File: src/rtl/merc_mem_pkg.sv
// Shared definitions for the MERC-16 memory responder: FSM states,
// the machine word width and the access error classification.
package merc_mem_pkg;

  localparam int MERC_WORD = 16;

  typedef enum logic [1:0] {
    IDLE = 2'd0,
    WAIT = 2'd1,
    RESP = 2'd2
  } state_t;

  // Why an access was refused; kept for a future status register.
  typedef enum logic [1:0] {
    ERR_NONE       = 2'd0,
    ERR_MISALIGNED = 2'd1,
    ERR_RANGE      = 2'd2
  } err_cause_t;

  // Classify a byte address against a RAM of 2**addr_bits words.
  // Any address bit above the word index makes the access out of range,
  // so large addresses never alias onto low words.
  function automatic err_cause_t check_access(input logic [MERC_WORD-1:0] addr,
                                              input int addr_bits);
    logic [MERC_WORD-1:0] upper;
    upper = addr >> (addr_bits + 1);
    if (addr[0])
      return ERR_MISALIGNED;
    else if (upper != '0)
      return ERR_RANGE;
    else
      return ERR_NONE;
  endfunction

endpackage

File: src/rtl/merc_word_ram.sv
// Single-port word RAM with synchronous write and registered read.
// Contents are deliberately not reset.
module merc_word_ram
  import merc_mem_pkg::*;
#(
  parameter int ADDR_BITS = 8
) (
  input  logic                 clk,
  input  logic                 en,
  input  logic                 we,
  input  logic [ADDR_BITS-1:0] addr,
  input  logic [MERC_WORD-1:0] wdata,
  output logic [MERC_WORD-1:0] rdata
);

  logic [MERC_WORD-1:0] mem [0:(1<<ADDR_BITS)-1];

  // Write on an enabled write cycle, otherwise register the addressed word.
  always_ff @(posedge clk) begin
    if (en) begin
      if (we)
        mem[addr] <= wdata;
      else
        rdata <= mem[addr];
    end
  end

endmodule

File: src/rtl/merc_mem_responder.sv
// Memory-side responder for the MERC-16 memory interface. Accepts one
// word request at a time, waits WAIT_CYCLES cycles, then performs the
// access on the edge that enters RESP and holds the response until acked.
module merc_mem_responder
  import merc_mem_pkg::*;
#(
  parameter int ADDR_BITS   = 8,
  parameter int WAIT_CYCLES = 2
) (
  input  logic                 clk,
  input  logic                 rst_n,
  input  logic                 req_valid,
  output logic                 req_ready,
  input  logic                 req_write,
  input  logic [MERC_WORD-1:0] req_addr,
  input  logic [MERC_WORD-1:0] req_wdata,
  output logic                 resp_valid,
  input  logic                 resp_ack,
  output logic [MERC_WORD-1:0] resp_rdata,
  output logic                 resp_error
);

  localparam logic [3:0] WAIT_LOAD = 4'((WAIT_CYCLES > 0) ? WAIT_CYCLES - 1 : 0);
  localparam bit         NO_WAIT   = (WAIT_CYCLES == 0);

  state_t               state;
  logic [3:0]           wait_cnt;
  logic                 cap_write;
  logic [MERC_WORD-1:0] cap_addr;
  logic [MERC_WORD-1:0] cap_wdata;
  logic                 rdata_sel;

  logic                 accept;
  logic                 commit;
  logic                 acc_write;
  logic [MERC_WORD-1:0] acc_addr;
  logic [MERC_WORD-1:0] acc_wdata;
  err_cause_t           acc_err;
  logic                 ram_en;
  logic [MERC_WORD-1:0] ram_rdata;

  assign accept = (state == IDLE) && req_valid;

  // With no wait states the access commits on the accepting edge, so the
  // RAM must see the live request rather than the capture registers.
  always_comb begin
    acc_write = cap_write;
    acc_addr  = cap_addr;
    acc_wdata = cap_wdata;
    commit    = (state == WAIT) && (wait_cnt == 4'd0);
    if (NO_WAIT) begin
      acc_write = req_write;
      acc_addr  = req_addr;
      acc_wdata = req_wdata;
      commit    = accept;
    end
  end

  assign acc_err = check_access(acc_addr, ADDR_BITS);

  // Never touch the RAM while reset is held or when the access is refused.
  assign ram_en = commit && rst_n && (acc_err == ERR_NONE);

  merc_word_ram #(
    .ADDR_BITS(ADDR_BITS)
  ) u_ram (
    .clk  (clk),
    .en   (ram_en),
    .we   (acc_write),
    .addr (acc_addr[ADDR_BITS:1]),
    .wdata(acc_wdata),
    .rdata(ram_rdata)
  );

  // The RAM read register holds its word through RESP; gate it to zero
  // whenever no successful read response is being presented.
  assign resp_rdata = rdata_sel ? ram_rdata : '0;

  // Request/wait/response sequencing with registered handshake outputs.
  always_ff @(posedge clk or negedge rst_n) begin
    if (!rst_n) begin
      state      <= IDLE;
      wait_cnt   <= 4'd0;
      cap_write  <= 1'b0;
      cap_addr   <= '0;
      cap_wdata  <= '0;
      req_ready  <= 1'b1;
      resp_valid <= 1'b0;
      resp_error <= 1'b0;
      rdata_sel  <= 1'b0;
    end else begin
      case (state)
        IDLE: begin
          if (req_valid) begin
            cap_write <= req_write;
            cap_addr  <= req_addr;
            cap_wdata <= req_wdata;
            req_ready <= 1'b0;
            if (NO_WAIT) begin
              state      <= RESP;
              resp_valid <= 1'b1;
              resp_error <= (acc_err != ERR_NONE);
              rdata_sel  <= !acc_write && (acc_err == ERR_NONE);
            end else begin
              state    <= WAIT;
              wait_cnt <= WAIT_LOAD;
            end
          end
        end
        WAIT: begin
          if (commit) begin
            state      <= RESP;
            resp_valid <= 1'b1;
            resp_error <= (acc_err != ERR_NONE);
            rdata_sel  <= !acc_write && (acc_err == ERR_NONE);
          end else begin
            wait_cnt <= wait_cnt - 4'd1;
          end
        end
        RESP: begin
          if (resp_ack) begin
            state      <= IDLE;
            req_ready  <= 1'b1;
            resp_valid <= 1'b0;
            resp_error <= 1'b0;
            rdata_sel  <= 1'b0;
          end
        end
        default: begin
          state      <= IDLE;
          req_ready  <= 1'b1;
          resp_valid <= 1'b0;
          resp_error <= 1'b0;
          rdata_sel  <= 1'b0;
        end
      endcase
    end
  end

endmodule

File: config.mk
export PLATFORM = sky130hd
export DESIGN_NAME = merc_mem_responder
export DESIGN_NICKNAME = d
export VERILOG_FILES = /design/src/rtl/merc_mem_pkg.sv /design/src/rtl/merc_word_ram.sv /design/src/rtl/merc_mem_responder.sv
export SDC_FILE = /design/constraint.sdc
export NUM_CORES = 2
export LEC_CHECK = 0
export BUFFER_PORTS_ARGS = -buffer_cell sky130_fd_sc_hd__buf_2
export CORE_MARGIN = 2
export CORE_UTILIZATION = 40
export CTS_BUF_LIST = sky130_fd_sc_hd__clkbuf_8
export DETAILED_ROUTE_END_ITERATION = 12
export GPL_TIMING_DRIVEN = 0
export PLACE_DENSITY = 0.6
export SLEW_MARGIN = 20
export SYNTH_ARGS = -nofsm -noshare
export SYNTH_HDL_FRONTEND = slang
export SYNTH_SLANG_ARGS = --single-unit
File: constraint.sdc
create_clock -name clk -period 4.35 [get_ports clk]
set_clock_uncertainty 0.05 [all_clocks]
set_input_delay 0.435 -clock clk [delete_from_list [all_inputs] [get_ports clk]]
set_output_delay 0.435 -clock clk [all_outputs]
set_load 0.005 [all_outputs]
**Yosys cells after proc, flatten, opt, wreduce, memory -nomap -nowiden**

Memory sizes are Yosys's and may differ from the RTL's. A register that Yosys moved wholly into a read port is not among the register bits.
Cells that the tools add are included.

- Bits in registers: 43
- RAM bits: 4096
- Output and inout port bits: 19
- Logic and storage cells: 60
- Memories: 1

- Add/subtract/negate cells: 1
- Equality and inequality tests: 6
- Muxes and demuxes: 23
- Bitwise logic cells: 3
- Reduce and logical (&&, ||, !) cells: 17

Memories:

| memory | depth | bits a word | rd ports | clocked after memory_dff | wr ports | RTL line | RTL |
|---|---|---|---|---|---|---|---|
| u_ram.mem | 256 | 16 | 1 | 1 | 1 | merc_word_ram.sv:16 | `logic [MERC_WORD-1:0] mem [0:(1<<ADDR_BITS)-1];` |

Operator list:

| operator | number |
|---|---|
| 16-bit 2-to-1 mux | 1 |
| 16-bit nonzero test | 1 |
| 1-bit one-hot mux with 3 select lines | 4 |
| 3-bit AND reduction | 4 |
| 2-bit 2-to-1 mux | 5 |
| 1-bit 2-to-1 mux | 9 |
| 4-bit 2-to-1 mux | 2 |
| 2-bit != test (second input constant) | 4 |
| 4-bit one-hot mux with 2 select lines | 1 |
| 2-bit one-hot mux with 3 select lines | 1 |
| 1-bit logical AND | 4 |
| 2-bit logical NOT | 2 |
| 4-bit logical NOT | 1 |
| 2-bit AND reduction | 2 |
| 2-bit nonzero test | 2 |
| 4-bit by 1-bit subtractor with 4-bit output (second input constant) | 1 |
| 1-bit inverter | 3 |
| 2-bit by 1-bit equality test with 1-bit output (second input constant) | 1 |
| 2-bit equality test (second input constant) | 1 |
| 1-bit logical NOT | 1 |

**Depth between registers and ports, before layout**

- Depth after elaboration: 7
- Mapped depth: 9
- Gate-level depth less buffers: 7

**Cells and area by module**

A second synthesis with hierarchy kept.

- Cells, all modules: 6844
- Area, all modules: 157249.6 um2

By module, submodules not included:

| module | instances | cells each | area an instance (um2) | seq. area each (um2) |
|---|---|---|---|---|
| merc_word_ram | 1 | 6705 | 155236.4 | 123478.4 |
| merc_mem_responder | 1 | 139 | 2013.2 | 1077.3 |

**Worst setup path before layout**

OpenSTA, ideal clock, no wires.

- Path kind: register to register
- From: register cap_wdata[0], in the netlist acc_wdata[0]
- To: memory u_ram.mem[0][0], data pin
- Library setup time: 803 ps
- Arrival: 3181 ps
- Data required time: 3497 ps
- Setup slack: 316 ps
- Cell stages (with the launch flop): 1
- Path buffers: 0
- Period minus slack after synthesis: 4034 ps
- Cell sequence: dfrtp_1

RTL lines:

| item | RTL line | RTL |
|---|---|---|
| from (decl) | merc_mem_responder.sv:30 | `logic [MERC_WORD-1:0] cap_wdata;` |
| from (signal assigned) | merc_mem_responder.sv:97 | `cap_wdata <= req_wdata;` |
| to (decl) | merc_word_ram.sv:16 |  |

No word-level cell before the write port.

==> key figures <==
Drt
  • Initial DRC Count: approximately 11000
  • # DRC: 0
  • DR vias: 80981
  • Final ANT Viol Nets: 0
  • First-pass DRT Iterations: 9
  • Via-to-Cell Ratio: 5.89
  • WL final: 462 mm
  • Wire length per cell: 33.6 um

Placed design
  • Placed Cells: 12484
  • Final HPWL DP: 315 mm
  • Setup WS pre-CTS: -1370 ps
  • RePlAce Congestion: 0.946
  • Port buffer count: 55

Floorplan
  • I/O pin cnt: 56
  • Num rows: 230
  • Core Region: 392000 um2
  • Initial Util: about two fifths
  • Die Wd: 631 um
  • Die area: around 400000 um2
  • Die boundary height: approximately 630 um

Logic synthesis
  • Yosys Warn Count: 0
  • Netlist Area Pre-Place: roughly 160000 um2
  • Async SR Flop Fraction: 1.03%
  • EDFF count, synth: 4112
  • Synth Area in Adders: 0.00796%
  • Mux contribution to synthesized area: 14.9%
  • FF+latch count, synth: just over 4000
  • Syn_nets: 6887
  • XOR/XNOR Fraction of Synth Area: 0.0112%
  • Avg Cell Area, Syn: 22.9 um2
  • Ys flop type: edfxtp_1
  • Synth Area in Compound Gates: 3.64%
  • Largest family of logic cells by synthesized area: multiplexers
  • Distinct cells, synth: 33
  • Sequential-to-total area share from yosys stat: between 70% and 80%
  • Synth Area in Simple Gates: 1.01%
  • Cells after Synth: 6849

Setup path
  • Critical Path AT: between 5000 and 6000 ps
  • Critical path class: flop to flop
  • Worst path max stage delay: 680 ps
  • Data required, critical path: ~5100 ps
  • Crit end category: flop
  • CP Launch Type: flop
  • Buf/Inv on CP: 3
  • CP top delay family: compound AO/OA/AOI/OAI gates
  • Worst path cell trace: buf_2 -> buf_2 -> buf_2 -> mux4_2 -> a22oi_1 -> a21oi_1 -> o41ai_1 -> nand4_1
  • Reg-to-reg slack, setup: -180 ps
  • Slowest-stage cell, CP: o41ai_1
  • Most frequent CP cell: buf_2
  • Crit-path max FO: 10

Final layout
  • Area growth from synthesis to layout: 17.4%
  • Commonest cells after routing, fill and taps aside: 4112 x edfxtp_1, 1024 x mux4_2, 668 x clkbuf_8
  • Most common cell after layout, fill and taps aside: edfxtp_1
  • Non-Filler Instances: 13748
  • Share of cells above drive strength 1: 33.4%
  • Net count reported at finish: 8044

Status
  • Status: finished, violations left
  • Failing checks: negative setup slack

Job
  • Max-cap violations: 0

Pwr
  • IR Drop Worst-Case VDD: 0.481 mV
  • Leakage power: 0.0575 uW
  • Pwr/cell area: 661 nW/um2
  • Tot Pwr: approximately 120000 uW

GRT
  • Pin count of the biggest net entering global routing: 73
  • Vias in the first global route: 80852
  • Gr usage total: roughly 23%
  • Grt total ovfl: 0
  • Global-route wire length before repair: between 600 and 700 mm
  • Initial antenna violation count: 24

STA
  • Peak Freq: 0.221 GHz
  • Setup WS post-layout: -180 ps
  • Setup violators final: 18
  • Minimum clock period: 4530 ps
  • Max-slew violations: 0
  • Period utilisation layout: 104%
  • Worst-Margin Slew: 1350 ps
  • Final Hold Vio Count: 0
  • Rel. slew slack: 10.0%

Worst hold path
  • Min-Delay Path Class: input pin to flop

CTS
  • Clock sink total: 4155
  • Clock network latency to the later pin of the worst-skew pair: 1220 ps
  • H-tree levels: 6
  • Clock transition at path regs: 60 ps
  • Max clock buf depth: 4
  • CTS Buf Count: 656
  • CTS Root Buffer Type: clkbuf_8
  • CTS tree: done
## metrics by stage
step	util, %	hold WS, ps	cell area, um2	setup TNS (ps)
2_1_floorplan	-	89.4	157000	0
3_3_place_gp	41.8	420	164000	-
3_5_place_dp	43.5	411	171000	-2584260
4_1_cts	47.0	22.5	184000	-175
5_1_grt	47.1	134	184000	-0.389
6_report	47.1	153	184000	-1160
## sequential cells by signal (all words and copies together) (netlist names)
register	flops
state	2
rdata_sel	1
resp_valid	1
resp_error	1
acc_write	1
u_ram.rdata	16
acc_wdata	16
req_ready	1
wait_cnt	4
acc_addr	16
u_ram.mem	4096
## worst register-to-register path: cells and delay by family, from the launching register on
kind | cells | cell delay, ps
AO/OA/AOI/OAI | 3 | 1390
buffers and inverters | 3 | 1300
flip-flops | 1 | 320
multiplexers | 1 | 560
AND/OR/NAND/NOR | 1 | 510
## Yosys cell counts, drive strengths merged, types with 4 or more instances
cell    instances  area [um2]
a21oi         258        1290
a22oi         512        3840
and2           18         113
buf           164         793
clkbuf        256         961
dfrtp          42        1050
edfxtp       4112      123000
inv             6        22.5
mux2           32         360
mux4         1024       23100
nand2          30         113
nand3          12        60.1
nand3b          4        30.0
nand4          18         113
nor2          265         995
nor2b           8        50.1
nor3            5        41.3
o41ai          64         561
## final timing paths
check	start	endpoint	cells after the start
setup / recovery	acc_addr[1]	u_ram.rdata[7]	8
min in group asynchronous	rst_n	req_ready	3
setup reg to reg	acc_addr[1]	u_ram.rdata[7]	8
max in group asynchronous	rst_n	acc_wdata[12]	4
hold / removal	req_valid	acc_wdata[6]	4
hold reg to reg	req_ready	req_ready	2
## cell type report
type                    count  area, um2
repair buffers            499       6830
multi-input cells        2268      32600
fillers                 31925     207000
clock inverters           495       2470
flip-flops and latches   4155     125000
plain buffers             420       2100
well taps                5220       6530
clock buffers             666       9170
inverters                   6       22.5
diodes                     19       47.5
## report_power, final
part           total [uW]  switching (uW)  internal (uW)
Clock               30100           15400          14600
Sequential          51300            1030          50200
Combinational       40500           27200          13300
## cell families after synthesis
group / count (synthesis)
xor gates and xnor gates: 2
buffers and inverters: 426
AOI/OAI and AO/OA: 839
muxes: 1056
DFF: 4155
and+or+nand+nor: 370
adders and majority gates: 1
## routing by layer
layer / vias to the layer above / track usage [%] / part of all wire [%]
li1: 31945 / - / -
met1: 43541 / 30.3 / 38
met2: 4630 / 34.9 / 46
met3: 851 / 6.97 / 11
met4: 14 / 9.99 / 4.6
met5: - / 0.531 / 0.10
## timing repair
item                                   4_1_cts  5_1_grt
hold buffers                                66        0
resized for setup                          251       36
cloned                                       1        0
buffers inserted                            17        0
endpoints found under the hold margin       81        0
setup endpoints to repair                 3157      758
pin swaps                                   22        5
(Power assumes the default switching activity.)
